## src/rtl/key_event_pkg.sv

```systemverilog
`default_nettype none
// ============================================================================
// Module      : key_event_pkg
// Description : Shared types and defaults for the key panel front end.
//               Holds the repeat-state encoding, the default timing
//               constants and a counter-width helper.
// Revision    : 1.0 - initial release
// ============================================================================
package key_event_pkg;

    // Auto-repeat state of one key channel
    typedef enum logic [1:0] {
        RP_IDLE   = 2'd0,
        RP_DELAY  = 2'd1,
        RP_REPEAT = 2'd2
    } rp_state_t;

    // Board defaults: 50 MHz clock, 1 ms tick
    localparam int c_DEF_N_KEYS          = 5;
    localparam int c_DEF_TICK_DIV        = 50000;
    localparam int c_DEF_DEBOUNCE_MS     = 20;
    localparam int c_DEF_REPEAT_DELAY_MS = 500;
    localparam int c_DEF_REPEAT_RATE_MS  = 100;

    // Bits needed to hold every value 0..max_val (at least one bit)
    function automatic int cnt_width(input int max_val);
        return (max_val < 1) ? 1 : $clog2(max_val + 1);
    endfunction

endpackage
`default_nettype wire

```

## src/rtl/key_event_gen_if.sv

```systemverilog
`default_nettype none
// ============================================================================
// Module      : key_event_gen_if
// Description : Key panel bundle: raw active-low pins in, debounced levels
//               and single-cycle event pulses out.
//   key_n       raw pins, 0 = pressed
//   key_level   debounced state, 1 = pressed
//   key_press   one-cycle pulse per accepted press
//   key_release one-cycle pulse per accepted release
//   key_repeat  one-cycle auto-repeat pulse while held
//   tick_1ms    shared 1 ms timebase pulse
//   slave  : the key front end (drives the outputs)
//   master : the panel/consumer side (drives the pins)
// Revision    : 1.0 - initial release
// ============================================================================
interface key_event_gen_if #(
    parameter int N_KEYS = 5
);
    logic [N_KEYS-1:0] key_n;
    logic [N_KEYS-1:0] key_level;
    logic [N_KEYS-1:0] key_press;
    logic [N_KEYS-1:0] key_release;
    logic [N_KEYS-1:0] key_repeat;
    logic              tick_1ms;

    modport slave (
        input  key_n,
        output key_level, key_press, key_release, key_repeat, tick_1ms
    );

    modport master (
        output key_n,
        input  key_level, key_press, key_release, key_repeat, tick_1ms
    );
endinterface
`default_nettype wire

```

## src/rtl/key_debounce_ch.sv

```systemverilog
`default_nettype none
// ============================================================================
// Module      : key_debounce_ch
// Description : One key channel: 2-flop synchroniser, tick-based debounce,
//               registered press/release pulses and auto-repeat FSM.
//   clk, rst     clock, asynchronous active-high reset
//   tick         shared 1 ms tick (one clk cycle wide)
//   key_n        raw active-low pin
//   key_level    debounced level, 1 = pressed
//   key_press    pulse in the cycle key_level rises
//   key_release  pulse in the cycle key_level falls
//   key_repeat   auto-repeat pulse while held
// Revision    : 1.0 - initial release
// ============================================================================
module key_debounce_ch
    import key_event_pkg::*;
#(
    parameter int DEBOUNCE_MS     = c_DEF_DEBOUNCE_MS,
    parameter int REPEAT_DELAY_MS = c_DEF_REPEAT_DELAY_MS,
    parameter int REPEAT_RATE_MS  = c_DEF_REPEAT_RATE_MS
) (
    input  logic clk,
    input  logic rst,
    input  logic tick,
    input  logic key_n,
    output logic key_level,
    output logic key_press,
    output logic key_release,
    output logic key_repeat
);

    localparam int c_DBW = cnt_width(DEBOUNCE_MS);
    localparam int c_RP_MAX = (REPEAT_DELAY_MS > REPEAT_RATE_MS) ? REPEAT_DELAY_MS
                                                                 : REPEAT_RATE_MS;
    localparam int c_RPW = cnt_width(c_RP_MAX);

    localparam logic [c_DBW-1:0] c_DB_LAST    = c_DBW'(DEBOUNCE_MS - 1);
    localparam logic [c_RPW-1:0] c_DELAY_LAST = c_RPW'(REPEAT_DELAY_MS - 1);
    localparam logic [c_RPW-1:0] c_RATE_LAST  = c_RPW'(REPEAT_RATE_MS - 1);

    // Synchroniser holds the already-inverted pin so that the reset value
    // of 0 reads as "released".
    logic r_meta;
    logic r_sync;

    logic [c_DBW-1:0] r_db_cnt;
    logic             r_level;
    logic             r_press;
    logic             r_release;

    rp_state_t        r_state,  w_state_next;
    logic [c_RPW-1:0] r_rp_cnt, w_rp_cnt_next;
    logic             r_repeat, w_repeat_next;

    logic w_accept;
    logic w_acc_press;
    logic w_acc_release;

    // A level change is accepted on the tick that would bring the count
    // to DEBOUNCE_MS; any cycle with sync == level restarts the count.
    assign w_accept      = (r_sync != r_level) && tick && (r_db_cnt == c_DB_LAST);
    assign w_acc_press   = w_accept && !r_level;
    assign w_acc_release = w_accept &&  r_level;

    always_ff @(posedge clk or posedge rst) begin
        if (rst) begin
            r_meta    <= 1'b0;
            r_sync    <= 1'b0;
            r_db_cnt  <= '0;
            r_level   <= 1'b0;
            r_press   <= 1'b0;
            r_release <= 1'b0;
        end else begin
            r_meta <= ~key_n;
            r_sync <= r_meta;

            if (r_sync == r_level) begin
                r_db_cnt <= '0;
            end else if (tick) begin
                if (r_db_cnt == c_DB_LAST) begin
                    r_db_cnt <= '0;
                end else begin
                    r_db_cnt <= r_db_cnt + c_DBW'(1);
                end
            end

            if (w_accept) begin
                r_level <= ~r_level;
            end
            r_press   <= w_acc_press;
            r_release <= w_acc_release;
        end
    end

    // Repeat FSM: state register
    always_ff @(posedge clk or posedge rst) begin
        if (rst) begin
            r_state  <= RP_IDLE;
            r_rp_cnt <= '0;
            r_repeat <= 1'b0;
        end else begin
            r_state  <= w_state_next;
            r_rp_cnt <= w_rp_cnt_next;
            r_repeat <= w_repeat_next;
        end
    end

    // Repeat FSM: next state. A release accepted in the same cycle as a due
    // repeat wins, so that repeat is never issued.
    always_comb begin
        w_state_next  = r_state;
        w_rp_cnt_next = r_rp_cnt;
        w_repeat_next = 1'b0;
        if (w_acc_release) begin
            w_state_next  = RP_IDLE;
            w_rp_cnt_next = '0;
        end else begin
            case (r_state)
                RP_IDLE: begin
                    if (w_acc_press) begin
                        w_state_next  = RP_DELAY;
                        w_rp_cnt_next = '0;
                    end
                end
                RP_DELAY: begin
                    if (tick) begin
                        if (r_rp_cnt == c_DELAY_LAST) begin
                            w_repeat_next = 1'b1;
                            w_rp_cnt_next = '0;
                            w_state_next  = RP_REPEAT;
                        end else begin
                            w_rp_cnt_next = r_rp_cnt + c_RPW'(1);
                        end
                    end
                end
                RP_REPEAT: begin
                    if (tick) begin
                        if (r_rp_cnt == c_RATE_LAST) begin
                            w_repeat_next = 1'b1;
                            w_rp_cnt_next = '0;
                        end else begin
                            w_rp_cnt_next = r_rp_cnt + c_RPW'(1);
                        end
                    end
                end
                default: begin
                    w_state_next  = RP_IDLE;
                    w_rp_cnt_next = '0;
                end
            endcase
        end
    end

    assign key_level   = r_level;
    assign key_press   = r_press;
    assign key_release = r_release;
    assign key_repeat  = r_repeat;

endmodule
`default_nettype wire

```

## src/rtl/key_event_gen.sv

```systemverilog
`default_nettype none
// ============================================================================
// Module      : key_event_gen
// Description : Key panel front end. Shared 1 ms prescaler plus N_KEYS
//               independent debounce/auto-repeat channels.
//   clk, rst  clock, asynchronous active-high reset
//   bus       key_event_gen_if slave: key_n in; key_level, key_press,
//             key_release, key_repeat, tick_1ms out (all registered)
// Revision    : 1.0 - initial release
// ============================================================================
module key_event_gen
    import key_event_pkg::*;
#(
    parameter int N_KEYS          = c_DEF_N_KEYS,
    parameter int TICK_DIV        = c_DEF_TICK_DIV,
    parameter int DEBOUNCE_MS     = c_DEF_DEBOUNCE_MS,
    parameter int REPEAT_DELAY_MS = c_DEF_REPEAT_DELAY_MS,
    parameter int REPEAT_RATE_MS  = c_DEF_REPEAT_RATE_MS
) (
    input logic           clk,
    input logic           rst,
    key_event_gen_if.slave bus
);

    localparam int c_PW = cnt_width(TICK_DIV - 1);
    localparam logic [c_PW-1:0] c_PRESC_LAST = c_PW'(TICK_DIV - 1);

    logic [c_PW-1:0] r_presc;
    logic [c_PW-1:0] w_presc_next;
    logic            r_tick;

    logic [N_KEYS-1:0] w_level;
    logic [N_KEYS-1:0] w_press;
    logic [N_KEYS-1:0] w_release;
    logic [N_KEYS-1:0] w_repeat;

    assign w_presc_next = (r_presc == c_PRESC_LAST) ? '0 : r_presc + c_PW'(1);

    // tick is registered from the next counter value so it is high exactly
    // while the counter holds TICK_DIV-1.
    always_ff @(posedge clk or posedge rst) begin
        if (rst) begin
            r_presc <= '0;
            r_tick  <= 1'b0;
        end else begin
            r_presc <= w_presc_next;
            r_tick  <= (w_presc_next == c_PRESC_LAST);
        end
    end

    for (genvar g = 0; g < N_KEYS; g++) begin : g_key
        key_debounce_ch #(
            .DEBOUNCE_MS     (DEBOUNCE_MS),
            .REPEAT_DELAY_MS (REPEAT_DELAY_MS),
            .REPEAT_RATE_MS  (REPEAT_RATE_MS)
        ) u_ch (
            .clk         (clk),
            .rst         (rst),
            .tick        (r_tick),
            .key_n       (bus.key_n[g]),
            .key_level   (w_level[g]),
            .key_press   (w_press[g]),
            .key_release (w_release[g]),
            .key_repeat  (w_repeat[g])
        );
    end

    assign bus.key_level   = w_level;
    assign bus.key_press   = w_press;
    assign bus.key_release = w_release;
    assign bus.key_repeat  = w_repeat;
    assign bus.tick_1ms    = r_tick;

endmodule
`default_nettype wire

```

## src/flat_wrapper.sv

```systemverilog
// flat-port wrapper written by rule: the top's interface ports become plain ports
module key_event_gen_flat import key_event_pkg::*;
#(
    parameter int N_KEYS          = c_DEF_N_KEYS,
    parameter int TICK_DIV        = c_DEF_TICK_DIV,
    parameter int DEBOUNCE_MS     = c_DEF_DEBOUNCE_MS,
    parameter int REPEAT_DELAY_MS = c_DEF_REPEAT_DELAY_MS,
    parameter int REPEAT_RATE_MS  = c_DEF_REPEAT_RATE_MS
)
  (clk, rst, bus_key_n, bus_key_level, bus_key_press, bus_key_release, bus_key_repeat, bus_tick_1ms);
  key_event_gen_if #(.N_KEYS(N_KEYS)) bus_i ();
  input logic clk;
  input logic rst;
  input wire logic [$bits(bus_i.key_n)-1:0] bus_key_n;
  output wire logic [$bits(bus_i.key_level)-1:0] bus_key_level;
  output wire logic [$bits(bus_i.key_press)-1:0] bus_key_press;
  output wire logic [$bits(bus_i.key_release)-1:0] bus_key_release;
  output wire logic [$bits(bus_i.key_repeat)-1:0] bus_key_repeat;
  output wire logic [$bits(bus_i.tick_1ms)-1:0] bus_tick_1ms;
  assign bus_i.key_n = bus_key_n;
  assign bus_key_level = bus_i.key_level;
  assign bus_key_press = bus_i.key_press;
  assign bus_key_release = bus_i.key_release;
  assign bus_key_repeat = bus_i.key_repeat;
  assign bus_tick_1ms = bus_i.tick_1ms;
  key_event_gen #(.N_KEYS(N_KEYS), .TICK_DIV(TICK_DIV), .DEBOUNCE_MS(DEBOUNCE_MS), .REPEAT_DELAY_MS(REPEAT_DELAY_MS), .REPEAT_RATE_MS(REPEAT_RATE_MS)) u_core (.clk(clk), .rst(rst), .bus(bus_i));
endmodule
```

## config.mk

```make
export PLATFORM = sky130hd
export DESIGN_NAME = key_event_gen_flat
export DESIGN_NICKNAME = d
export VERILOG_FILES = /design/src/rtl/key_event_pkg.sv /design/src/rtl/key_event_gen_if.sv /design/src/rtl/key_debounce_ch.sv /design/src/rtl/key_event_gen.sv /design/src/flat_wrapper.sv
export SDC_FILE = /design/constraint.sdc
export NUM_CORES = 1
export LEC_CHECK = 0
export CORE_UTILIZATION = 30
export DETAILED_ROUTE_END_ITERATION = 10
export PLACE_DENSITY = 0.46
export SETUP_SLACK_MARGIN = 0.02
export SKIP_CTS_REPAIR_TIMING = 1
export SLEW_MARGIN = 20
export SYNTH_ARGS = -nofsm -noshare
export SYNTH_HDL_FRONTEND = slang
export SYNTH_SLANG_ARGS = --single-unit
```

## constraint.sdc

```tcl
create_clock -name clk -period 4.8 [get_ports clk]
set_input_delay 0.96 -clock clk [delete_from_list [all_inputs] [get_ports clk]]
set_output_delay 0.96 -clock clk [all_outputs]
set_load 0.005 [all_outputs]
```

Word level (Yosys, flattened, before mapping)
Cells that the tools add are included.
W data, S select, Z words.
{"block": "totals", "out_inout_bits": 21, "input_bits": 7, "register_bits": 127}
{"block": "classes", "mux": 106, "n_addsub": 11, "bitwise_logic": 10, "reduce_logical": 45, "n_eq_ne": 62}
{"operator": "$mux W9", "count": 30}
{"operator": "$pmux W9 S3", "count": 5}
{"operator": "$mux W5", "count": 15}
{"operator": "$add A9 B1 Y9 const B", "count": 5}
{"operator": "$eq A9 B7 Y1 const B", "count": 5}
{"operator": "$eq A9 B9 Y1 const B", "count": 5}
{"operator": "$mux W2", "count": 20}
{"operator": "$eq A16 B16 Y1 const B", "count": 2}
{"operator": "$ne A3 B2 Y1 const B", "count": 10}
{"operator": "$ne A3 B3 Y1 const B", "count": 10}
{"operator": "$pmux W2 S3", "count": 5}
{"operator": "$add A5 B1 Y5 const B", "count": 5}
{"operator": "$eq A5 B5 Y1 const B", "count": 5}
{"operator": "$mux W1", "count": 25}
{"operator": "$logic_and A1 B1 Y1", "count": 20}
{"operator": "$reduce_and A4 Y1", "count": 5}
{"operator": "$add A16 B1 Y16 const B", "count": 1}
{"operator": "$mux W16", "count": 1}
{"operator": "$reduce_and A3 Y1", "count": 5}
{"operator": "$eq A2 B1 Y1 const B", "count": 5}
{"operator": "$eq A2 B2 Y1 const B", "count": 5}
{"operator": "$logic_not A2 Y1", "count": 5}
{"operator": "$ne A2 B2 Y1 const B", "count": 5}
{"operator": "$not A1 Y1", "count": 10}
{"operator": "5 further kinds", "count": 25}

Longest topological paths before layout
{"block": "logic_depth", "word_depth": 7, "mapped_depth": 8, "mapped_depth_nobuf": 7}

Modules after synthesis
Synthesis repeated with hierarchy kept, for this count alone.
{"block": "unflattened", "hier_cells": 757, "hier_area_um2": 7387.1}
{"module": "key_debounce_ch", "instances": 5, "area_per_inst_um2": 1303.8, "cells_per_inst": 134}
{"module": "key_event_gen", "instances": 1, "area_per_inst_um2": 868.3, "cells_per_inst": 87}

Least setup slack after synthesis
No wires, ideal clock.
{"block": "synth_timing", "path_kind": "flip-flop to flip-flop", "start": "reg u_core.r_presc[0]", "end": "reg u_core.r_tick, in the netlist u_core.bus.tick_1ms", "t_arrival_ps": 1865, "slack_ps": 2849, "period_less_slack_ps": 1951, "setup_time_ps": 87, "required_time_ps": 4713, "stages_incl_launch_ff": 7, "cell_sequence": "dfrtp_1 > ha_1 > nand4_1 > or3_1 > xnor2_1 > or4b_1 > a211oi_2"}
{"block": "synth_between", "elab_chain_len": 3}
{"item": "start, declared", "line": "key_event_gen.sv:28", "rtl": "logic [c_PW-1:0] r_presc;"}
{"item": "start signal, assigned", "line": "key_event_gen.sv:46", "rtl": "r_presc <= w_presc_next;"}
{"item": "$add A16 B1 Y16 or $eq A16 B16 Y1 (tied branches)", "line": "key_event_gen.sv:37", "rtl": "assign w_presc_next = (r_presc == c_PRESC_LAST) ? '0 : r_presc + c_PW'(1);"}
{"item": "$mux W16 (*)", "line": "key_event_gen.sv:37"}
{"item": "named net u_core.w_presc_next[10]", "line": "key_event_gen.sv:29", "rtl": "logic [c_PW-1:0] w_presc_next;"}
{"item": "$eq A16 B16 Y1 (*)", "line": "key_event_gen.sv:47", "rtl": "r_tick <= (w_presc_next == c_PRESC_LAST);"}
{"item": "end signal, assigned", "line": "key_event_gen.sv:47"}
{"item": "end, declared", "line": "key_event_gen.sv:30", "rtl": "logic r_tick;"}
The timed path passes the listed nets; every way through them passes the cells marked *.
A chain may end at the register's enable or synchronous reset.

Final worst setup path
{"block": "layout_timing", "start": "reg u_core.r_tick, in the netlist u_core.bus.tick_1ms", "end": "out bus_tick_1ms"}
{"item": "end, declared", "line": "flat_wrapper.sv:19", "rtl": "output wire logic [$bits(bus_i.tick_1ms)-1:0] bus_tick_1ms;"}
No word-level cell between the ends.

==> impl_results.md <==
- Post-DP Area: about 7400 um2
- Worst Max-Slew Pin Slew: just over 800 ps
- Critical-path top delay cell: dfrtp_1
- DR vias: between 5,000 and 6,000
- Worst skew pair latency: roughly 420 ps
- Crit-path max cell delay: approximately 700 ps
- Pwr dens: around 300 nW/um2
- GRT Total Usage: about 14%
- Rel. slew slack: between 40% and 50%
- Pwr Total: approximately 0.0025 W
- CTS tree: done
- Critical Path RT: approximately 3800 ps
- N_diodes: 0
- First-pass DRT Iterations: 4
- Drt drc: 0
- Cts bufs inserted: 17
- FF+latch count, synth: about 130
- Die width: between 150 and 200 um
- Post-synth EDFFs: 0
- RSZ-0062 raised after global routing: no
- CP Data Arrival Time: about 1800 ps
- Critical Path, Cell by Cell: clkdlybuf4s50_1
- IO Count: 28
- Core ar.: 22,640 um2
- Layout cells sized above 1: under 10%
- Most common cell after layout, fill and taps aside: dfrtp_1
- Cell Area, Synth: about 6900 um2
- First-pass GRT wire length: around 26 mm
- Setup TNS: 0 ps
- Setup violation total in the final timing report: 0
- Syn Nets: between 700 and 800
- DR vias/cell: around 5.1
- Max VDD drop: 0.1836 mV
- Die Ht: about 150 um
- HP Class: reg -> reg
- DR WL/cell: between 10 and 15 um
- Leakage: 3.439 nW
- Final hold slack: approximately 350 ps
- Top FF cell, synth: dfrtp_1
- H-tree Lvls: 4
- GPL Wtd Cong: between 0.8 and 0.9
- Initial core utilization: between 30% and 40%
- Number of global-route vias before repair: 5,274
- DRT antenna net count: 0
- Final WL: between 10 and 15 mm
- Grt ovf: 0
- CTS root buffer: clkbuf_16
- Max Cap Viol: 0
- Std cell rows: between 50 and 60
- Register area share after synthesis: between 40% and 50%
- Initial antenna violation count: 0
- Setup CP Type: reg -> out
- Layout area overhead: 15.66%
- DPL Wire Length: between 10 and 15 mm
- Clk slew on worst S/H paths: ~60 ps
- Setup Skew: between 8 and 9 ps
- Util after Layout: a little over a third
- Total die area: 23,750 um2
- YS warnings: 0
- Crit-path leading delay family: flip-flops
- Slew Limit Fails: 0
- Fmax: about 0.37 GHz
- DR iter-0 viols: 232
- Finished layout cell area: ~8000 um2
- Outcome: finished clean
- Largest net degree at the start of global routing: 74
- Minimum clock period: 2714 ps
- Port Buffers: 27
- Clock buffer depth: 2
- Most frequent cells in the layout: 127 x dfrtp_1, 69 x nor2_1, 59 x nand2_1
- Critical path peak fanout: 17
- Share of synthesized registers carrying an async set or reset: 100.0%
- Final hold vios: 0
- Synth Area per Inst: about 9.7 um2
- Crit path buf inv count: 1
- Distinct cells, synth: 64
- Syn Inst Count: between 700 and 800
- Final Net Count: between 700 and 800
- CP Capture Type: output port
- Fin crit share: a little under three fifths
- Num Clock Sinks: 127
- Startpoint types: flop
[sequential cells by signal, indices dropped and copies added (netlist names)]
signal and cells:
u_core.g_key.u_ch.key_level 5, u_core.g_key.u_ch.key_repeat 5, u_core.g_key.u_ch.r_db_cnt 25, u_core.g_key.u_ch.key_press 5
u_core.g_key.u_ch.r_meta 5, u_core.g_key.u_ch.r_sync 5, u_core.g_key.u_ch.key_release 5, u_core.g_key.u_ch.r_rp_cnt 45
u_core.g_key.u_ch.r_state 10, u_core.r_presc 16, u_core.bus.tick_1ms 1
[path summary, 6_finish.rpt]
check | slack, ps | depth (start not counted) | startpoint | end
worst min-delay path | 350 | 0 | u_core.g_key[4].u_ch.r_meta$_DFF_PP0_ | u_core.g_key[4].u_ch.r_sync$_DFF_PP0_
max in group asynchronous | 2900 | 3 | rst | u_core.g_key[4].u_ch.r_rp_cnt[1]$_DFFE_PP0P_
worst max-delay path | 2090 | 1 | u_core.bus.tick_1ms$_DFF_PP0_ | bus_tick_1ms
min in group asynchronous | 1020 | 2 | rst | u_core.g_key[3].u_ch.r_rp_cnt[5]$_DFFE_PP0P_
worst min register to register | 350 | 0 | u_core.g_key[4].u_ch.r_meta$_DFF_PP0_ | u_core.g_key[4].u_ch.r_sync$_DFF_PP0_
worst max register to register | 2120 | 5 | u_core.bus.tick_1ms$_DFF_PP0_ | u_core.g_key[4].u_ch.r_rp_cnt[3]$_DFFE_PP0P_
[through the flow]
stage          setup slack [ps]  cells
2_1_floorplan             455.7    712
3_3_place_gp               2206    995
3_5_place_dp               2161    995
4_1_cts                    2044   1027
5_1_grt                    1933   1027
6_report                   2086   1027
[cell usage after synthesis, types with 7 or more instances]
cell type    n  share of area [%]
nand2_1     59                3.2
ha_1        32                5.8
a21oi_1     26                1.9
nand4_1     14                1.3
and3_1      11               0.99
nor3b_1      8               0.87
nor2_1      69                3.7
o21ai_0     44                3.2
xnor2_1     10                1.3
buf_4       20                2.2
nor4_1       7               0.63
mux2i_1     14                2.0
a22o_1      26                3.3
nor2b_1     20                1.8
xor2_1      15                1.9
nand3_1     29                2.1
nor3_1      30                2.2
dfrtp_1    127                 46
inv_1       35                1.9
a21o_1      12                1.3
[logic make-up (layout without fill, tap and decap cells)]
family          Yosys count  in the layout  synth area share [%]
simple gates            298            298                 23.09
compound gates          143            143                 14.44
flops                   127            127                 45.78
buf+inv                  67             97                 4.776
fa+ha+maj                32             32                 5.768
xor+xnor                 25             25                 3.154
mux                      20             20                 2.992
[layer usage]
| layer | GRT usage, % | part of all wire, % | vias up |
|---|---|---|---|
| met5 | 0 | 0 | - |
| met4 | 5.000 | 1.1 | 0 |
| met3 | 3.241 | 2.9 | 12 |
| met2 | 21.56 | 46 | 52 |
| met1 | 17.84 | 50 | 2572 |
| li1 | - | - | 2573 |
[where the power goes]
part	internal, W	switching, W	total (W)
Clock	0.000892	0.000471	0.00136
Combinational	0.00000849	0.0000265	0.0000350
Sequential	0.00108	0.00000270	0.00108
[cell type report]
cell class | instances | area [um2]
Clock inverter | 11 | 162.7
Multi-Input combinational cell | 518 | 3432
Clock buffer | 21 | 460.4
Inverter | 35 | 133.9
Sequential cell | 127 | 3178
Fill cell | 2257 | 14610
Tap cell | 285 | 356.6
Timing Repair Buffer | 30 | 305.3
Note: power is estimated with default switching activity, not from simulation.
